`config.mk`:
```
export PLATFORM = sky130hd
export DESIGN_NAME = i2s_rx_fifo
export DESIGN_NICKNAME = d
export VERILOG_FILES = /design/src/rtl/i2s_rx_fifo.sv
export SDC_FILE = /design/constraint.sdc
export NUM_CORES = 1
export LEC_CHECK = 0
export CAP_MARGIN = 20
export CORE_MARGIN = 4
export CORE_UTILIZATION = 25
export DETAILED_ROUTE_END_ITERATION = 7
export PLACE_DENSITY = 0.51
export RECOVER_POWER = 25
export SYNTH_ARGS = -nofsm -noshare
export SYNTH_HDL_FRONTEND = slang
export SYNTH_SLANG_ARGS = --single-unit
```
`constraint.sdc`:
```
create_clock -name HCLK -period 4.9 [get_ports HCLK]
set_input_delay 0.49 -clock HCLK [delete_from_list [all_inputs] [get_ports HCLK]]
set_output_delay 0.49 -clock HCLK [all_outputs]
set_load 0.01 [all_outputs]
```
`src/rtl/i2s_rx_fifo.sv`:
```
`timescale 1ns/1ps
// I2S master receiver: generates BCLK/WS and captures one slot per frame.
// Each sample is sign-extended to 32 bits and queued in a valid/ready FIFO.
module i2s_rx_fifo #(
    parameter int CLK_DIV    = 4,
    parameter int SAMPLE_W   = 24,
    parameter int CHANNEL    = 0,
    parameter int FIFO_DEPTH = 8
) (
    input  logic                               HCLK,
    input  logic                               HRESETn,
    input  logic                               en,
    input  logic                               I2S_in,
    output logic                               i2s_clk,
    output logic                               ws,
    output logic [31:0]                        sample_data,
    output logic                               sample_valid,
    input  logic                               sample_ready,
    output logic [$clog2(FIFO_DEPTH+1)-1:0]    fifo_level,
    output logic                               overrun,
    input  logic                               clr_overrun
);

    localparam int DIV_W = (CLK_DIV > 1) ? $clog2(CLK_DIV) : 1;
    localparam int AW    = (FIFO_DEPTH > 1) ? $clog2(FIFO_DEPTH) : 1;
    localparam int LW    = $clog2(FIFO_DEPTH + 1);

    localparam logic [DIV_W-1:0] DIV_LAST  = DIV_W'(CLK_DIV - 1);
    localparam logic [5:0]       BIT_FIRST = 6'(32 * CHANNEL + 1);
    localparam logic [5:0]       BIT_LAST  = 6'(32 * CHANNEL + SAMPLE_W);
    localparam logic [LW-1:0]    LVL_FULL  = LW'(FIFO_DEPTH);
    localparam logic [AW-1:0]    PTR_LAST  = AW'(FIFO_DEPTH - 1);

    logic [DIV_W-1:0]    r_div;
    logic                r_bclk;
    logic [5:0]          r_fcnt;
    logic [SAMPLE_W-1:0] r_shift;
    logic [31:0]         r_mem [0:FIFO_DEPTH-1];
    logic [AW-1:0]       r_wptr;
    logic [AW-1:0]       r_rptr;
    logic [LW-1:0]       r_level;
    logic                r_overrun;

    logic                w_term;
    logic                w_rise;
    logic                w_fall;
    logic                w_cap;
    logic                w_push;
    logic                w_pop;
    logic                w_full;
    logic                w_push_ok;
    logic                w_drop;
    logic [SAMPLE_W-1:0] w_shift_nxt;
    logic [31:0]         w_word;

    assign w_term = (r_div == DIV_LAST);
    assign w_rise = en & w_term & ~r_bclk;
    assign w_fall = en & w_term &  r_bclk;

    // The last captured bit goes straight into the pushed word, same edge.
    assign w_shift_nxt = (r_shift << 1) | SAMPLE_W'(I2S_in);
    assign w_cap       = w_rise & (r_fcnt >= BIT_FIRST) & (r_fcnt <= BIT_LAST);
    assign w_push      = w_rise & (r_fcnt == BIT_LAST);
    assign w_word      = {{(32 - SAMPLE_W){w_shift_nxt[SAMPLE_W-1]}}, w_shift_nxt};

    assign sample_valid = (r_level != LW'(0));
    assign w_pop        = sample_valid & sample_ready;
    assign w_full       = (r_level == LVL_FULL);
    assign w_push_ok    = w_push & (~w_full | w_pop);
    assign w_drop       = w_push & w_full & ~w_pop;

    assign i2s_clk     = r_bclk;
    assign ws          = r_fcnt[5];
    assign sample_data = sample_valid ? r_mem[r_rptr] : 32'd0;
    assign fifo_level  = r_level;
    assign overrun     = r_overrun;

    // BCLK divider; disabling parks BCLK low with the divider cleared.
    always_ff @(posedge HCLK or negedge HRESETn) begin
        if (!HRESETn) begin
            r_div  <= '0;
            r_bclk <= 1'b0;
        end else if (!en) begin
            r_div  <= '0;
            r_bclk <= 1'b0;
        end else if (w_term) begin
            r_div  <= '0;
            r_bclk <= ~r_bclk;
        end else begin
            r_div  <= r_div + DIV_W'(1);
            r_bclk <= r_bclk;
        end
    end

    // Frame bit counter and capture shift register.
    always_ff @(posedge HCLK or negedge HRESETn) begin
        if (!HRESETn) begin
            r_fcnt  <= 6'd0;
            r_shift <= '0;
        end else if (!en) begin
            r_fcnt  <= 6'd0;
            r_shift <= '0;
        end else begin
            if (w_fall) begin
                r_fcnt <= r_fcnt + 6'd1;
            end else begin
                r_fcnt <= r_fcnt;
            end
            if (w_cap) begin
                r_shift <= w_shift_nxt;
            end else begin
                r_shift <= r_shift;
            end
        end
    end

    // Sample storage; contents are only meaningful below the level count.
    always_ff @(posedge HCLK) begin
        if (w_push_ok) begin
            r_mem[r_wptr] <= w_word;
        end
    end

    // FIFO pointers, occupancy and sticky overrun.
    always_ff @(posedge HCLK or negedge HRESETn) begin
        if (!HRESETn) begin
            r_wptr    <= '0;
            r_rptr    <= '0;
            r_level   <= '0;
            r_overrun <= 1'b0;
        end else begin
            if (w_push_ok) begin
                r_wptr <= (r_wptr == PTR_LAST) ? AW'(0) : r_wptr + AW'(1);
            end
            if (w_pop) begin
                r_rptr <= (r_rptr == PTR_LAST) ? AW'(0) : r_rptr + AW'(1);
            end
            case ({w_push_ok, w_pop})
                2'b10:   r_level <= r_level + LW'(1);
                2'b01:   r_level <= r_level - LW'(1);
                default: r_level <= r_level;
            endcase
            if (w_drop) begin
                r_overrun <= 1'b1;
            end else if (clr_overrun) begin
                r_overrun <= 1'b0;
            end else begin
                r_overrun <= r_overrun;
            end
        end
    end

endmodule

```
## After elaboration in Yosys (flattened, before gate mapping)

Memory sizes are Yosys's and may differ from the RTL's.
Index checks and enable logic that the tools add are counted.

| cells by class | value |
|---|---|
| bitwise operators | 15 |
| reductions and logical operators | 3 |
| order comparisons | 2 |
| equal/unequal tests | 10 |
| add/sub/neg operators | 6 |
| mux-type cells | 16 |

Operators by type and width:

| cell | count |
|---|---|
| 2-to-1 mux 23 bit | 2 |
| 2-to-1 mux 32 bit | 1 |
| bitwise OR 24 x 1 -> 24 bit | 1 |
| 2-to-1 mux 6 bit | 2 |
| bitwise AND 1 bit | 10 |
| case mux 4 bit (2 select lines) | 1 |
| adder 3 x 1 -> 3 bit, second input constant | 2 |
| adder 6 x 1 -> 6 bit, second input constant | 1 |
| == test 3 bit, second input constant | 2 |
| == test 6 x 5 -> 1 bit, second input constant | 1 |
| >= comparator 6 x 1 -> 1 bit, second input constant | 1 |
| <= comparator 6 x 5 -> 1 bit, second input constant | 1 |
| 2-to-1 mux 1 bit | 6 |
| 2-to-1 mux 3 bit | 2 |
| != test 2 x 1 -> 1 bit, second input constant | 3 |
| adder 4 x 1 -> 4 bit, second input constant | 1 |
| == test 2 bit, second input constant | 2 |
| == test 4 bit, second input constant | 1 |
| 2-to-1 mux 2 bit | 2 |
| nonzero test 2 bit | 2 |
| nonzero test 4 bit | 1 |
| subtractor 4 x 1 -> 4 bit, second input constant | 1 |
| NOT 1 bit | 3 |
| adder 2 x 1 -> 2 bit, second input constant | 1 |
| 2 further kinds | 2 |

| word-level totals | value |
|---|---|
| memories | 1 |
| flip-flop bits (word level) | 43 |
| word-level logic and storage cells | 61 |
| memory bits (writable) | 256 |
| output and inout port bits | 40 |

Memory list:

| name | depth | bits a word | read ports | clocked after Yosys merged registers in | wr ports | line | source |
|---|---|---|---|---|---|---|---|
| r_mem | 8 | 32 | 1 | 0 | 1 | 38 | `logic [31:0] r_mem [0:FIFO_DEPTH-1];` |

## Longest topological paths before layout

Gate-level depths: netlist (run 1).

| logic depth | value |
|---|---|
| depth after elaboration | 7 |
| gate-level depth with buffers | 11 |

## Least setup slack after synthesis (run 1)

Ideal clock, no wire load.

| timing | value |
|---|---|
| path kind | register -> register |
| start point | reg r_fcnt[0] |
| end point | mem r_mem[4][0] (enable) |
| arrival time | 3737 ps |
| clock period less this slack | 4211 ps |
| setup time | 474 ps |
| cell stages (with the launch flop) | 6 |
| path buffers | 0 |
| setup slack | 689 ps |
| path through | dfrtp_1 inv_1 ha_1 and4b_1 o211ai_2 nor4b_1 |

| between the ends | value |
|---|---|
| word-level cells in the longest chain between the ends | 5 |

RTL lines:

| what | line | source |
|---|---|---|
| start, declared | 36 | `logic [5:0] r_fcnt;` |
| start signal, assigned | 105 | `r_fcnt <= r_fcnt + 6'd1;` |
| start signal, assigned | 107 | `r_fcnt <= r_fcnt;` |
| == test 6 x 5 -> 1 bit | 63 | `assign w_push = w_rise & (r_fcnt == BIT_LAST);` |
| bitwise AND 1 bit | 63 |  |
| bitwise AND 1 bit | 69 | `assign w_push_ok = w_push & (~w_full \| w_pop);` |
| 2-to-1 mux 1 bit | 119 | `if (w_push_ok) begin` |
| 2-to-1 mux 1 bit (not written as such) | 120 | `r_mem[r_wptr] <= w_word;` |
| end, declared | 38 |  |

Every way passes these cells.

## Worst setup path in the final report (run 1)

| timing | value |
|---|---|
| start point | reg r_rptr[0] |
| end point | out sample_data[22] |

| between the ends | value |
|---|---|
| word-level cells in the longest chain between the ends | 2 |

RTL lines:

| what | line | source |
|---|---|---|
| start, declared | 40 | `logic [AW-1:0] r_rptr;` |
| start signal, assigned | 136 | `r_rptr <= (r_rptr == PTR_LAST) ? AW'(0) : r_rptr + AW'(1);` |
| memory read (8 x 32 bit) | n/a |  |
| 2-to-1 mux 32 bit | 74 | `assign sample_data = sample_valid ? r_mem[r_rptr] : 32'd0;` |
| end, declared | 16 | `output logic [31:0] sample_data,` |

Every way passes these cells.

==> results of run 1 <==
-- cell families (layout without fill, tap and decap cells) --
kind of cell	after synthesis	after routing	share of synthesized area (%)
AOI/OAI and AO/OA	69	69	4.75
xor gates and xnor gates	7	7	0.636
adders and majority gates	10	10	1.30
buffers and inverters	47	119	2.32
DFF	235	235	71.0
muxes	76	76	14.2
and+or+nand+nor	108	108	5.82
-- sequential cells by signal, indices dropped and copies added, names as in the netlist --
signal      cells
r_div           2
overrun         1
fifo_level      4
r_shift        23
r_fcnt          6
r_mem         192
i2s_clk         1
r_wptr          3
r_rptr          3
-- layout by cell type, fill, tap and decap left out, types with 4 or more instances in the layout --
master and n:
clkdlybuf4s50_1 44, nand2_1 15, nand3_1 28, nor2_1 29, dfrtp_1 41, clkbuf_16 26, and2_1 7, a21oi_1 5
clkbuf_1 15, o21ai_0 25, mux4_2 48, inv_1 7, mux2i_1 25, edfxtp_1 192, nor3_1 4, a21boi_0 21
xnor2_1 4, ha_1 10, buf_4 16
-- layout make-up --
class	count	area [um^2]	share of cell area, %
Timing Repair Buffer	63	594	5.16
Tap cell	511	639	5.55
Clock buffer	43	744	6.47
Multi-Input combinational cell	270	2620	22.8
Clock inverter	5	40.0	0.348
Inverter	8	30.0	0.261
Sequential cell	235	6850	59.5
-- synthesized netlist by cell type (2+ instances only) --
library cell,count,share of area [%]
edfxtp_1,192,60
inv_1,7,0.27
or3_1,2,0.13
nor3_1,6,0.31
nand2b_1,2,0.13
o21ai_0,26,1.4
nand2_1,15,0.58
xor2_1,3,0.27
nor4_1,3,0.19
nor3b_1,3,0.23
mux2i_1,25,2.6
buf_2,8,0.42
clkbuf_1,17,0.66
a211oi_1,2,0.16
mux2_2,3,0.35
nor4b_1,2,0.18
a21boi_1,3,0.23
a21o_1,2,0.16
nor2b_1,3,0.19
a21boi_0,21,1.6
a21oi_1,5,0.26
mux4_2,48,11
dfrtp_1,43,11
nand3_1,28,1.5
buf_4,8,0.62
nor2_1,30,1.2
and2_1,7,0.45
ha_1,10,1.3
buf_1,5,0.19
xnor2_1,4,0.36
-- power by group through the flow --
stage          combinational (mW)  sequential [mW]  clock [mW]
2_1_floorplan                1.10             2.23           0
3_3_place_gp                 1.57             2.44           0
3_5_place_dp                 1.57             2.44           0
4_1_cts                      1.57             2.40        1.82
5_1_grt                      1.67             2.41        1.92
6_report                     1.53             2.38        1.77
-- what timing repair did --
| item | CTS | global route |
|---|---|---|
| setup buffers | 0 | 0 |
| hold buffers | 0 | 1 |
| hold endpoints to repair | 0 | 7 |
-- worst max-delay path by stage --
stage | startpoint | endpoint | slack, ns | depth (start not counted)
after detailed placement | r_rptr[0] | sample_data[22] | 1.66 | 5
after global placement | r_rptr[0] | sample_data[22] | 1.66 | 5
after global routing | r_rptr[0] | sample_data[3] | 0.94 | 5
final | r_rptr[0] | sample_data[22] | 1.25 | 5
after floorplan | r_fcnt[0] | r_mem[4][0] | 0.69 | 5
after CTS | r_rptr[0] | sample_data[22] | 1.10 | 5
-- through the flow --
stage	hold slack, ns	area, um^2	total power, mW	cells	utilization (%)
global route	0.456	11500	6.00	1135	30.4
finish	0.440	11500	5.68	1135	30.4
floorplan	0.194	9640	3.33	552	-
detailed placement	0.436	10700	4.01	1085	28.3
CTS	0.196	11500	5.79	1133	30.4
global placement	0.425	10700	4.00	1085	28.3
-- routing by layer --
layer	up-vias	track usage, %	part of all wire [%]
li1	2272	-	-
met1	2563	13.9	46
met2	119	15.6	47
met3	30	1.79	4.8
met4	0	2.01	1.7
met5	-	0	0
==> flow_summary.yaml, run 1 <==
logic_synthesis:
  synth_edf_count: 192
  synth_top_flop_cell: "edfxtp_1"
  synthCells: 552
  ys_ff_latch: 235
  synth_area_per_cell_um2: 17.5
  synthArstFlopShare_pct: 18.3
  yosysWarnings: 0
  syn-num-nets: 568
  syn_area_um2: 9640
  ys_types: 49
  yosysSeqAreaShare_pct: 71.0
critical_path:
  worst-r2r-cell-count: 10
  cp.required_ns: 4.41
  r2r_start: "fifo_level[2]"
  cp_num_buf_inv: 2
  rrSetupSlack_ns: 2.20
  crit_fanout: 40
  cp_slowest_cell: "dfrtp_4"
  crit_chain: "buf_4 -> mux4_2 -> mux2i_1 -> nor2_1 -> clkdlybuf4s50_1"
  crit_arrival_ns: 3.16
  end_kind: "output port"
  crit_path_start_kind: "register"
  crit_type: "reg -> out"
  cpPeakStageDelay_ns: 0.97
  rr_endpoint: "fifo_level[1]"
  cp_top_family: "flip-flops"
clocking:
  cts_buffer_depth: 3
  ctsResizeCount: 0
  cts.root.buffer_cell: "clkbuf_16"
  cts.sinks: 235
  numCtsBuffers: 26
  insertion_delay_ns: 0.52
  path_clk_slew_ns: 0.06
  tritoncts: "built"
  h-tree-depth: 1
grt:
  grt_max_degree: 44
  grt_pass1_vias: 5119
  grt_pass1_wl_mm: 31.8
  antenna_found_initial: 0
  grt_overflow: 0
  grt_usage_pct: 9.72
die:
  die_h_um: 204
  die-area_um2: 41700
  rows: 71
  ios: 46
  die_w_um: 204
  start_util_pct: 25.5
  core_area_um2: 37800
pwr:
  cellPowerDensity_nw_per_um2: 493
  p_sw_share_pct: 27.9
  power_switching_mw: 1.58
  p_comb_share_pct: 26.9
  peakVddDrop_v: 0.000334
  p_int_mw: 4.09
  seqPwrFrac_pct: 42.0
  power.leakage_nw: 4.06
  power_frac_clock_pct: 31.2
sta:
  setup_violations: 0
  tightest_slew_ns: 0.932
  setup_tns_ns: 0
  max_freq_mhz: 274
  rsz0062_at_grt: "no"
  slew_headroom_pct: 37.8
  hold_violations: 0
  setup_slack_ns: 1.25
  fin_crit_ns: 3.65
  slew_viol_final: 0
  period_share_pct: 74.5
  skew_ns: 0.0163
worst_hold_path:
  min_to: "r_div[0]"
  holdPathStages: 1
  holdCritStartpoint: "r_div[0]"
  hold_path_class: "reg -> reg"
placement:
  hpwl_mm: 11.2
  dp_slack_ns: 1.66
  io_buffer_count: 45
  globalplace.congestion: 0.703
finish:
  fillers: 3792
  fin_nets: 620
  drive_gt1_share_pct: 18.9
  antennaDiodeCount: 0
  syn_to_final_growth_pct: 19.5
outcome:
  status: "completed"
routing:
  drt_iter0_markers: 311
  wl_per_cell_um: 17.8
  num_vias: 4984
  drt_first_pass_iters: 5
  final_antenna_net_count: 0
  drc_errors: 0
  wl_mm: 20.2
  via_per_inst: 4.39
flow_run:
  maxCapViolations: 0
No activity file was read; power rests on OpenSTA's default activity.
==> run 2, diff against run 1 <==
==> constraint.sdc (replaced) <==
create_clock -name HCLK -period 3.5 [get_ports HCLK]
set_input_delay 0.35 -clock HCLK [delete_from_list [all_inputs] [get_ports HCLK]]
set_output_delay 0.35 -clock HCLK [all_outputs]
set_load 0.01 [all_outputs]
==> run 2 against run 1 <==
First-iteration DRC count fell by 3.5%. Register-to-register slack got worse by 1.2 ns. Hold slack got worse by 0.049 ns.
==> flow_summary.yaml, run 2 (same netlist as run 1, synthesis figures left out) <==
sta:
  period_share_pct: 87.9
  slew_headroom_pct: 39.4
  hold_violations: 0
  slew_viol_final: 0
  tightest_slew_ns: 0.907
  setup_slack_ns: 0.424
  skew_ns: 0.0154
  rsz0062_at_grt: "no"
  max_freq_mhz: 325
  fin_crit_ns: 3.08
  whs_ns: 0.392
  setup_violations: 0
finish:
  largest_reg_flops: 192
  top_register: "r_mem"
  instances_no_fill: 1136
  final_area_um2: 11600
  antennaDiodeCount: 0
  final_common_cell: "edfxtp_1"
  drive_gt1_share_pct: 19.7
  syn_to_final_growth_pct: 20.2
  largest_registers: "r_mem: 192 flops, r_shift: 23 flops, r_fcnt: 6 flops"
  fin_nets: 622
  final_cell_mix: "edfxtp_1, mux4_2, clkdlybuf4s50_1"
clocking:
  insertion_delay_ns: 0.53
  cts.root.buffer_cell: "clkbuf_16"
  numCtsBuffers: 25
  path_clk_slew_ns: 0.06
  cts_buffer_depth: 3
  cts.sinks: 235
  tritoncts: "built"
  h-tree-depth: 1
placement:
  dp_slack_ns: 0.724
  hpwl_mm: 11.8
  globalplace.congestion: 0.704
  dp.cells: 1089
  detailed_place.area_um2: 10800
  io_buffer_count: 45
die:
  die_w_um: 204
  die_h_um: 204
  core_area_um2: 37800
  ios: 46
  rows: 71
  start_util_pct: 25.5
  die-area_um2: 41700
pwr:
  finalPower_mw: 8.09
  cellPowerDensity_nw_per_um2: 699
  peakVddDrop_v: 0.000371
  power.leakage_nw: 4.07
worst_hold_path:
  hold_path_class: "in -> reg"
  holdCritStartpoint: "clr_overrun"
critical_path:
  crit_path_start_kind: "register"
  r2r_start: "r_fcnt[0]"
  crit_type: "reg -> out"
  cp.required_ns: 3.15
  startpoint: "r_rptr[1]"
  end_kind: "output port"
  crit_fanout: 19
  crit_arrival_ns: 2.73
grt:
  antenna_found_initial: 0
  grt_max_degree: 36
  grt_usage_pct: 10.1
  grt_overflow: 0
  grt_pass1_wl_mm: 32.9
  grt_pass1_vias: 5253
routing:
  wl_per_cell_um: 18.5
  wl_mm: 21.1
  num_vias: 5013
  final_antenna_net_count: 0
  drt_iter0_markers: 300
  drc_errors: 0
  drt_first_pass_iters: 5
  via_per_inst: 4.41
flow_run:
  maxCapViolations: 0
outcome:
  status: "completed"
==> run 2: stage by stage <==
| stage | util [%] | setup TNS (ns) |
|---|---|---|
| 3_3_place_gp | 28.5 | 0 |
| 3_5_place_dp | 28.5 | 0 |
| 4_1_cts | 30.6 | 0 |
| 5_1_grt | 30.6 | 0 |
| 6_report | 30.6 | 0 |
| 2_1_floorplan | - | -0.469 |
==> run 2: area by class of cell <==
cell class	count	area (um^2)
Clock inverter	13	125
Sequential cell	235	6850
Multi-Input combinational cell	270	2650
Tap cell	511	639
Fill cell	3757	26300
Timing Repair Buffer	66	618
Clock buffer	33	666
Inverter	8	30.0
==> run 2: layer usage <==
metal  routed length (um)  global-route usage (%)
met1                 9860                    14.6
met2                 9730                    16.0
met3                  955                    1.68
met4                  507                    2.58
met5                    0                       0
==> run 2: final timing paths <==
path / to / slack [ns] / cells after the start
worst max-delay path: sample_data[19] / 0.42 / 5
worst min-delay path: overrun / 0.39 / 2
worst max register to register: r_mem[4][17] / 1.03 / 6
worst min register to register: r_div[0] / 0.44 / 1
max in group asynchronous: r_shift[15] / 2.27 / 3
min in group asynchronous: overrun / 0.46 / 2
==> run 2: where the power goes <==
group / leakage (nW) / total [mW] / switching, mW / internal (mW)
clock network: 0.391 / 2.56 / 1.07 / 1.49
logic: 1.18 / 2.33 / 1.05 / 1.28
registers: 2.50 / 3.20 / 0.170 / 3.03
==> run 2: timing repair <==
action,4_1_cts,5_1_grt
setup buffers,0,0
endpoints found under the hold margin,30,0
hold buffers,1,0
gates resized for setup,0,0
==> run 2: worst max-delay path, stage by stage, from the launching register on <==
cell,delay [ns]
dfrtp_2,0.70
buf_4,0.38
mux4_2,0.35
mux2i_1,0.15
nor2_1,0.08
clkdlybuf4s50_1,0.53
==> run 3, diff against run 2 <==
--- a/config.mk
+++ b/config.mk
@@ -9,8 +9,10 @@
 export CORE_MARGIN = 4
 export CORE_UTILIZATION = 25
 export DETAILED_ROUTE_END_ITERATION = 7
-export PLACE_DENSITY = 0.51
-export RECOVER_POWER = 25
+export DONT_BUFFER_PORTS = 1
+export HOLD_SLACK_MARGIN = 0.05
+export PLACE_DENSITY = 0.49
+export RECOVER_POWER = 50
 export SYNTH_ARGS = -nofsm -noshare
 export SYNTH_HDL_FRONTEND = slang
 export SYNTH_SLANG_ARGS = --single-unit
==> run 3 against run 2 <==
Flip-flop and latch count is the same. Hold slack lost 0.27 ns. Wire length shrank 1.5%. Critical endpoint is now sample_data[0]. Core utilization shrank 0.97 points. Non-clock buffer count shrank 46. Register-to-register slack lost 0.23 ns. Clock power grew 7%. Combinational power shrank 32%. Via count shrank 1.5%. Die area is the same. Setup slack gained 0.037 ns. Final area shrank 3.2%.
==> flow_summary.yaml, run 3 (same netlist as run 1, synthesis figures left out) <==
outcome:
  status: "completed"
pwr:
  peakVddDrop_v: 0.000398
  power.leakage_nw: 3.91
  cellPowerDensity_nw_per_um2: 682
  power_frac_clock_pct: 36.0
  seqPwrFrac_pct: 43.2
  p_sw_share_pct: 28.6
  power_switching_mw: 2.18
  p_int_mw: 5.46
  p_comb_share_pct: 20.8
routing:
  routed-wl-met3_mm: 1.06
  final_antenna_net_count: 0
  drt_iter0_markers: 284
  wl_met1_mm: 9.01
  num_vias: 4939
  wl_mm: 20.8
  wl_per_cell_um: 19.0
  route.met2.wl_mm: 10.4
  drt_first_pass_iters: 4
  top_layer: "met4"
  via_per_inst: 4.53
  drc_errors: 0
finish:
  fin_nets: 576
  top_register: "r_mem"
  multi_input_area_um2: 2640
  final_common_cell: "edfxtp_1"
  final_area_um2: 11200
  largest_reg_flops: 192
  seq_area_um2: 6850
  final_cell_mix: "edfxtp_1, mux4_2, dfrtp_1"
  fillers: 3783
  antennaDiodeCount: 0
  largest_registers: "r_mem: 192 flops, r_shift: 23 flops, r_fcnt: 6 flops"
  final_core_util_pct: 29.6
  drive_gt1_share_pct: 20.2
  syn_to_final_growth_pct: 16.3
die:
  die-area_um2: 41700
  core_area_um2: 37800
  die_h_um: 204
  rows: 71
  ios: 46
  start_util_pct: 25.5
  die_w_um: 204
critical_path:
  crit_fanout: 35
  crit_arrival_ns: 2.69
  crit_type: "reg -> out"
  crit_path_start_kind: "register"
  rr_endpoint: "fifo_level[1]"
  cp.required_ns: 3.15
  worst-r2r-cell-count: 9
  startpoint: "r_rptr[0]"
  r2r_start: "fifo_level[3]"
  end_kind: "output port"
  rrSetupSlack_ns: 0.80
flow_run:
  maxCapViolations: 0
worst_hold_path:
  hold_path_class: "in -> reg"
  holdPathStages: 2
  holdCritStartpoint: "sample_ready"
  min_to: "fifo_level[2]"
clocking:
  tritoncts: "built"
  insertion_delay_ns: 0.53
  path_clk_slew_ns: 0.06
  h-tree-depth: 1
  cts_setup_buffers: 0
  ctsResizeCount: 0
  cts_buffer_depth: 3
  cts.sinks: 235
  hold_buffers: 6
  cts.root.buffer_cell: "clkbuf_16"
  numCtsBuffers: 25
sta:
  skew_ns: 0.0216
  fin_crit_ns: 3.04
  rsz0062_at_grt: "no"
  hold_violations: 0
  setup_violations: 0
  max_freq_mhz: 329
  slew_headroom_pct: 32.2
  tightest_slew_ns: 1.02
  slew_viol_final: 0
  period_share_pct: 86.8
grt:
  grt_pass1_vias: 5213
  grt_max_degree: 44
  grt_usage_pct: 9.99
  antenna_found_initial: 0
  grt_pass1_wl_mm: 32.5
  grt_overflow: 0
placement:
  globalplace.congestion: 0.716
  detailed_place.area_um2: 10300
  io_buffer_count: 0
  hpwl_mm: 11.9
==> run 3: cell type report <==
class | count | share of cell area (%)
Clock buffer | 31 | 5.78
Clock inverter | 15 | 1.94
Inverter | 8 | 0.268
Multi-Input combinational cell | 270 | 23.5
Sequential cell | 235 | 61.1
Tap cell | 511 | 5.70
Timing Repair Buffer | 20 | 1.72
==> run 3: critical path, cell delays in order, from the launching register on <==
cell and delay, ns:
dfrtp_4 0.90, buf_4 0.46, mux4_2 0.55, mux2i_1 0.16, nor2_1 0.10
==> run 3: power by group through the flow <==
stage / combinational, mW / sequential, mW / clock (mW)
5_1_grt: 1.75 / 3.33 / 2.96
6_report: 1.59 / 3.30 / 2.75
4_1_cts: 1.67 / 3.32 / 2.83
3_3_place_gp: 1.61 / 3.38 / 0
2_1_floorplan: 1.54 / 3.13 / 0
3_5_place_dp: 1.64 / 3.38 / 0
==> run 3: how the worst max path moves through the flow <==
stage | to | depth (start not counted)
after global routing | sample_data[8] | 4
after detailed placement | sample_data[5] | 4
after floorplan | r_mem[3][0] | 6
after global placement | sample_data[3] | 4
after CTS | sample_data[5] | 4
final | sample_data[0] | 4
==> run 3: metrics by stage <==
step / setup WS, ns / total power, mW / setup TNS, ns / std cells / hold slack [ns]
after global placement: 0.898 / 4.98 / 0 / 1038 / 0.0566
after CTS: 0.332 / 7.82 / 0 / 1090 / 0.105
final: 0.461 / 7.64 / 0 / 1090 / 0.123
after global routing: 0.213 / 8.05 / 0 / 1090 / 0.0986
after detailed placement: 0.883 / 5.02 / 0 / 1038 / 0.0562
after floorplan: -0.0195 / 4.67 / -0.469 / 552 / 0.0544
==> run 3: routing by layer <==
layer	up-vias	GRT usage (%)
met5	-	0
met4	0	1.94
met3	26	2.30
met2	114	16.8
met1	2610	13.3
li1	2189	-
